==> src/rtl/saturation_pipe.sv <==
// rtl/saturation_pipe.sv - multi-cycle per-channel saturating narrower, LANES channels per clock
// Optional feature macro: SATURATION_PIPE_STATUS_EN (adds sat_mask clamp-status output)
`timescale 1ns/1ps

module saturation_pipe #(
    parameter int CH     = 10,
    parameter int IW     = 21,
    parameter int OW     = 8,
    parameter int LANES  = 2,
    parameter int SIGNED = 0
) (
    input  logic             clk,
    input  logic             rst_n,
    input  logic             ready,
    input  logic [CH*IW-1:0] in,
    input  logic             received,
    output logic [CH*OW-1:0] out,
    output logic             Rdy,
    output logic             busy
`ifdef SATURATION_PIPE_STATUS_EN
    ,
    output logic [CH-1:0]    sat_mask
`endif
);

    // Index register must hold idx + LANES without wrapping.
    localparam int IDXW = $clog2(CH + LANES + 1);
    localparam logic [IDXW-1:0] CH_I    = IDXW'(CH);
    localparam logic [IDXW-1:0] LANES_I = IDXW'(LANES);

    // Output-width clamp codes: largest positive and most negative OW-bit values.
    localparam logic [OW-1:0] O_MAX = {1'b0, {(OW-1){1'b1}}};
    localparam logic [OW-1:0] O_MIN = {1'b1, {(OW-1){1'b0}}};

    typedef enum logic [1:0] {
        IDLE = 2'd0,
        RUN  = 2'd1,
        DONE = 2'd2
    } state_t;

    state_t            state;
    logic [IDXW-1:0]   idx;
    logic [CH*IW-1:0]  held;
    logic [CH*OW-1:0]  sat_val;
    logic [CH-1:0]     in_group;
    logic              last_group;
`ifdef SATURATION_PIPE_STATUS_EN
    logic [CH-1:0]     sat_hit;
`endif

    // The group starting at idx is the final one once it reaches past the last channel.
    assign last_group = (idx + LANES_I) >= CH_I;

    // Per-channel saturation of the latched copy plus group membership of each channel.
    // Walking every channel and comparing against idx keeps a ragged last group in range.
    for (genvar g = 0; g < CH; g++) begin : g_ch
        logic [IW-1:0] v;
        logic          hi;
        logic          lo;

        assign v = held[IW*g +: IW];

        if (SIGNED != 0) begin : g_signed
            localparam logic [IW-1:0] POS_LIM = IW'((1 << (OW-1)) - 1);
            localparam logic [IW-1:0] NEG_LIM = ~POS_LIM;
            assign hi = $signed(v) > $signed(POS_LIM);
            assign lo = $signed(v) < $signed(NEG_LIM);
        end else begin : g_unsigned
            localparam logic [IW-1:0] POS_LIM = IW'((1 << (OW-1)) - 1);
            assign hi = v > POS_LIM;
            assign lo = 1'b0;
        end

        assign sat_val[OW*g +: OW] = hi ? O_MAX : (lo ? O_MIN : v[OW-1:0]);
        assign in_group[g]         = (idx <= IDXW'(g)) && (IDXW'(g) < (idx + LANES_I));
`ifdef SATURATION_PIPE_STATUS_EN
        assign sat_hit[g]          = hi | lo;
`endif
    end

    // Control FSM: latch on accept, write one group per RUN cycle, hold result until acknowledged.
    always_ff @(posedge clk or negedge rst_n) begin
        if (!rst_n) begin
            state <= IDLE;
            idx   <= '0;
            held  <= '0;
            out   <= '0;
            Rdy   <= 1'b0;
            busy  <= 1'b0;
        end else begin
            case (state)
                IDLE: begin
                    if (ready) begin
                        held  <= in;
                        idx   <= '0;
                        busy  <= 1'b1;
                        state <= RUN;
                    end
                end
                RUN: begin
                    for (int i = 0; i < CH; i++) begin
                        if (in_group[i]) begin
                            out[OW*i +: OW] <= sat_val[OW*i +: OW];
                        end
                    end
                    if (last_group) begin
                        Rdy   <= 1'b1;
                        state <= DONE;
                    end else begin
                        idx <= idx + LANES_I;
                    end
                end
                DONE: begin
                    // received takes priority; ready is not looked at here.
                    if (received) begin
                        Rdy   <= 1'b0;
                        busy  <= 1'b0;
                        state <= IDLE;
                    end
                end
                default: begin
                    state <= IDLE;
                end
            endcase
        end
    end

`ifdef SATURATION_PIPE_STATUS_EN
    // Clamp status: cleared on accept, each bit refreshed alongside its channel's output write.
    always_ff @(posedge clk or negedge rst_n) begin
        if (!rst_n) begin
            sat_mask <= '0;
        end else if (state == IDLE && ready) begin
            sat_mask <= '0;
        end else if (state == RUN) begin
            for (int i = 0; i < CH; i++) begin
                if (in_group[i]) begin
                    sat_mask[i] <= sat_hit[i];
                end
            end
        end
    end
`endif

endmodule

==> config.mk <==
export PLATFORM = sky130hd
export DESIGN_NAME = saturation_pipe
export DESIGN_NICKNAME = d
export VERILOG_FILES = /design/src/rtl/saturation_pipe.sv
export SDC_FILE = /design/constraint.sdc
export NUM_CORES = 1
export LEC_CHECK = 0
export BUFFER_PORTS_ARGS = -buffer_cell sky130_fd_sc_hd__buf_2
export CAP_MARGIN = 5
export CELL_PAD_IN_SITES_DETAIL_PLACEMENT = 0
export CELL_PAD_IN_SITES_GLOBAL_PLACEMENT = 1
export CORE_ASPECT_RATIO = 1.4
export CORE_MARGIN = 5
export CORE_UTILIZATION = 35
export DETAILED_ROUTE_END_ITERATION = 12
export PLACE_DENSITY = 0.78
export SKIP_LAST_GASP = 1
export SYNTH_ARGS = -nofsm -noshare
export SYNTH_HDL_FRONTEND = slang
export SYNTH_SLANG_ARGS = --single-unit
==> constraint.sdc <==
create_clock -name clk -period 5.41 [get_ports clk]
set_input_delay 0.541 -clock clk [delete_from_list [all_inputs] [get_ports clk]]
set_output_delay 0.541 -clock clk [all_outputs]
set_load 0.005 [all_outputs]
==> metrics list <==
- In this run the cell area measured after placement is 0.0134 mm2.
* CTS H-tree depth: 1
* Largest stage delay on the critical path: 0.80 ns
* Minimum setup slack after placement: 2.72 ns
* Post-synth EDFFs: 0
- After layout, the minimum clock period comes to 2.69 ns.
- No sink is reached through more buffers than the 3 on the longest clock path.
- In the global route stage, overall resource usage came out at 16.5%.
- After detailed routing, the number of vias per cell comes to 4.56.
* Dominant combinational cell family by area after synthesis: simple AND/OR/NAND/NOR gates
- The layout has 3267 filler cells.
- Gpl congestion: 0.763
- Count of final hold-check violations: 2
* Endpoint class of the critical path: flip-flop
- Top Ports: 296
- The number of gates resized after CTS was 0.
* Seq/Total Area, Yosys: 64.8%
- From synthesis to final layout, the design area changed by 24.9%.
* DIE HEIGHT: 224 um
- Of the cells placed in the final design, the portion with a size suffix greater than 1 is 23.6%.
* Number of warning messages in the yosys log: 0
* XOR/XNOR Fraction of Synth Area: 0%
- Share of the cycle needed by the critical path after routing: 49.7%
- Setup repair after global routing left no endpoint under its margin.
- Simple logic cell fraction of the synthesized area: 26.6%
- Summed over all cells, the static leakage comes to 7.29 nW.
* Number of global-route vias before repair: 9269
- For the worst setup path, the data required time is 5.88 ns.
- Share of synthesized registers carrying an async set or reset: 100%
* Critical Setup Path Class: reg2reg
- DRC violations left: 0
- The most numerous cell type found on the critical path is sky130_fd_sc_hd__ha_1.
- Post-route cell area: 0.0143 mm2
* Post-CTS setup repair buffer count: 0
* Clock-pin slew on the worst setup and hold paths: 0.06 ns
* Timing-limited maximum frequency: 372 MHz
* Cell chosen for the clock root: sky130_fd_sc_hd__clkbuf_16
- Starting DRC count in detailed routing: 417
* Worst VDD drop: 0.273 mV
- Summed over all failing endpoints, the final setup total negative slack is 0 ns.
- After floorplanning, the core was sized to cover 0.0324 mm2.
* Area used by multi-input combinational logic: 0.00379 mm2
- Post-Syn Instances: 1210
- Summing the areas of all compound-gate instances in the mapped netlist gives 5.69% of the synthesized area.
- PnR worst setup slack: 2.72 ns
- Buffers placed on the I/O ports in this run total 295.
- Counting every net in the synthesized netlist gives 1429.
* Die ar.: 0.0366 mm2
- Along the worst path, the maximum fanout reaches 30.
- Final WL: 30400 um
- Vias post-DR: 8896
- In this run the horizontal extent of the chip is 163 um.
- The final reports fail on negative hold slack.
* Run status: finished, violations left
- Clock skew: 0.00794 ns
* Classification of the worst-slack hold path: in2async
- Across the run, the number of max-cap violations was 0.
- Registers take 0.00743 mm2.
* Cts-stage hold buffer count: 0
* Count of cell types in the netlist: 37
* Cell row count: 78
* CTS tree: done
* Pin count of the biggest net entering global routing: 143
- Net count of the finished layout: 1705
- Hpwl dp: 21200 um
* Global-route wire length before repair: 48700 um
- Max-slew headroom at the worst pin: 26.3%
* Sum of overflow across all layers after global routing: 0
- Clock latency on the worst-skew pair, taken at its later pin, is 0.55 ns.
- Endpoint arrival time on the critical path: 3.16 ns
- The mapped netlist covers 0.0115 mm2.
- Slew Viols, Final: 0
- Crit path buffers/inverters: 0
- Transition time at the pin with the least slew margin: 1.10 ns
- For this design, the slowest cell found on the critical path is sky130_fd_sc_hd__o211a_1.
* Flip-flop cell with the highest count after synthesis: sky130_fd_sc_hd__dfrtp_1
- Antenna violations before repair: 3
* Number of buffers inserted during clock tree synthesis: 30
* Final setup vio count: 0
- Synthesis inferred 297 register bits.
- For this design the ratio of total power to cell area is 538 mW/mm2.
- Post-route ant nets: 0
- Hold Worst Slack: -0.0121 ns
- Average size of a mapped cell: 9.48 um2
- After detailed routing, the average wire length per cell comes to 15.6 um.
- Effective utilization at floorplan: 35.4%
- Cells traversed along the worst timing path: ha_1, ha_1, nor3b_1, o211a_1, nor2_1, a21oi_1
- # clock sinks: 297
* Multiplexer share of the synthesized area: 0%
- Cell type group with the largest total delay on the critical path: compound AO/OA/AOI/OAI gates
- Count of TritonRoute iterations in the first routing pass: 4
- After Yosys synthesis, full adders, half adders and majority gates account for 0.545% of the synthesized area.
- STA classifies the critical path startpoint as a flip-flop.
[placed cells by master (no fill, tap or decap), types with 2 or more instances in the layout]
master and count:
sky130_fd_sc_hd__nor3b_1 2, sky130_fd_sc_hd__clkbuf_1 12, sky130_fd_sc_hd__nand2_2 2, sky130_fd_sc_hd__clkinv_2 4
sky130_fd_sc_hd__nand2_1 633, sky130_fd_sc_hd__ha_1 5, sky130_fd_sc_hd__nor4_1 26, sky130_fd_sc_hd__nor2b_1 10
sky130_fd_sc_hd__nand2b_1 2, sky130_fd_sc_hd__nor3_4 2, sky130_fd_sc_hd__buf_2 294, sky130_fd_sc_hd__nor3_1 12
sky130_fd_sc_hd__buf_4 4, sky130_fd_sc_hd__nand3_1 3, sky130_fd_sc_hd__a21oi_1 23, sky130_fd_sc_hd__or4_1 4
sky130_fd_sc_hd__clkbuf_8 5, sky130_fd_sc_hd__nor2_1 37, sky130_fd_sc_hd__dfrtp_1 297, sky130_fd_sc_hd__inv_1 14
sky130_fd_sc_hd__o21ai_0 7, sky130_fd_sc_hd__nand4_1 7, sky130_fd_sc_hd__o22a_1 50, sky130_fd_sc_hd__clkinvlp_4 4
sky130_fd_sc_hd__buf_12 2, sky130_fd_sc_hd__and4_1 2, sky130_fd_sc_hd__clkbuf_16 31
[power breakdown]
group | switching [mW] | leakage [nW] | internal (mW)
registers | 0.504 | 3.46 | 3.11
logic | 1.34 | 3.39 | 0.774
clock network | 0.853 | 0.448 | 1.12
[worst reg2reg max path: cells and delay by family (launching register included)]
family | cells | cell delay [ns]
AO/OA/AOI/OAI | 2 | 0.96
adder cells (fa/ha/maj) | 2 | 0.71
flip-flops | 1 | 0.56
AND/OR/NAND/NOR | 2 | 0.38
[kinds of logic (layout without fill, tap and decap cells)]
kind of cell / after synthesis / in the layout
fa+ha+maj: 5 / 5
compound gates: 86 / 86
simple gates: 750 / 750
buf+inv: 72 / 372
flops: 297 / 297
other cells: 0 / 1
[metal layers]
layer | global-route usage [%] | vias to the layer above | share of wire (%)
li1 | - | 4411 | -
met2 | 30.0 | 203 | 52
met1 | 19.7 | 4241 | 40
met3 | 3.21 | 37 | 5.3
met4 | 5.04 | 4 | 2.3
met5 | 0 | - | 0.089
[path summary, 6_finish.rpt]
check,startpoint,endpoint,slack [ns],cells past startpoint
min,rst_n,held[73]$_DFFE_PN0P_,-0.01,1
max in group asynchronous,rst_n,held[14]$_DFFE_PN0P_,4.11,2
min in group clk,in[88],held[88]$_DFFE_PN0P_,0.17,3
max,idx[2]$_DFFE_PN0P_,out[66]$_DFFE_PN0P_,2.72,6
max reg2reg,idx[2]$_DFFE_PN0P_,out[66]$_DFFE_PN0P_,2.72,6
min reg2reg,held[163]$_DFFE_PN0P_,held[163]$_DFFE_PN0P_,0.47,2
[metrics by stage]
step	std cells	hold slack [ns]	power (mW)	utilization [%]
finish	1951	-0.0121	7.70	44.2
CTS	1950	0.0186	7.85	44.2
global placement	1894	0.449	5.74	41.3
floorplan	1210	0.245	5.04	-
global route	1951	0.0732	8.33	44.2
detailed placement	1894	0.455	5.83	41.3
[state kept, by name, indices dropped and copies added, names as in the netlist]
name,cells
busy,1
out,80
held,210
Rdy,1
state,2
idx,3
[cell usage after synthesis, types with 5 or more instances]
library cell	n	area [um2]
sky130_fd_sc_hd__nor2b_1	10	62.6
sky130_fd_sc_hd__nor2_1	37	139
sky130_fd_sc_hd__nor3_1	12	60.1
sky130_fd_sc_hd__nand4_1	7	43.8
sky130_fd_sc_hd__a21oi_1	23	115
sky130_fd_sc_hd__nand2_1	633	2380
sky130_fd_sc_hd__dfrtp_1	297	7430
sky130_fd_sc_hd__clkbuf_1	48	180
sky130_fd_sc_hd__inv_1	14	52.6
sky130_fd_sc_hd__o21ai_0	7	35.0
sky130_fd_sc_hd__o22a_1	50	438
sky130_fd_sc_hd__nor4_1	26	163
sky130_fd_sc_hd__ha_1	5	62.6
[layout make-up]
type | instances | area share (%)
clock inverter | 8 | 0.349
sequential | 297 | 51.9
inverter | 15 | 0.393
antenna | 1 | 0.0175
clock buffer | 48 | 6.21
timing repair buffer | 301 | 10.9
tap | 440 | 3.84
multi-input combinational | 841 | 26.5
Power figures use the tool's default switching activity.
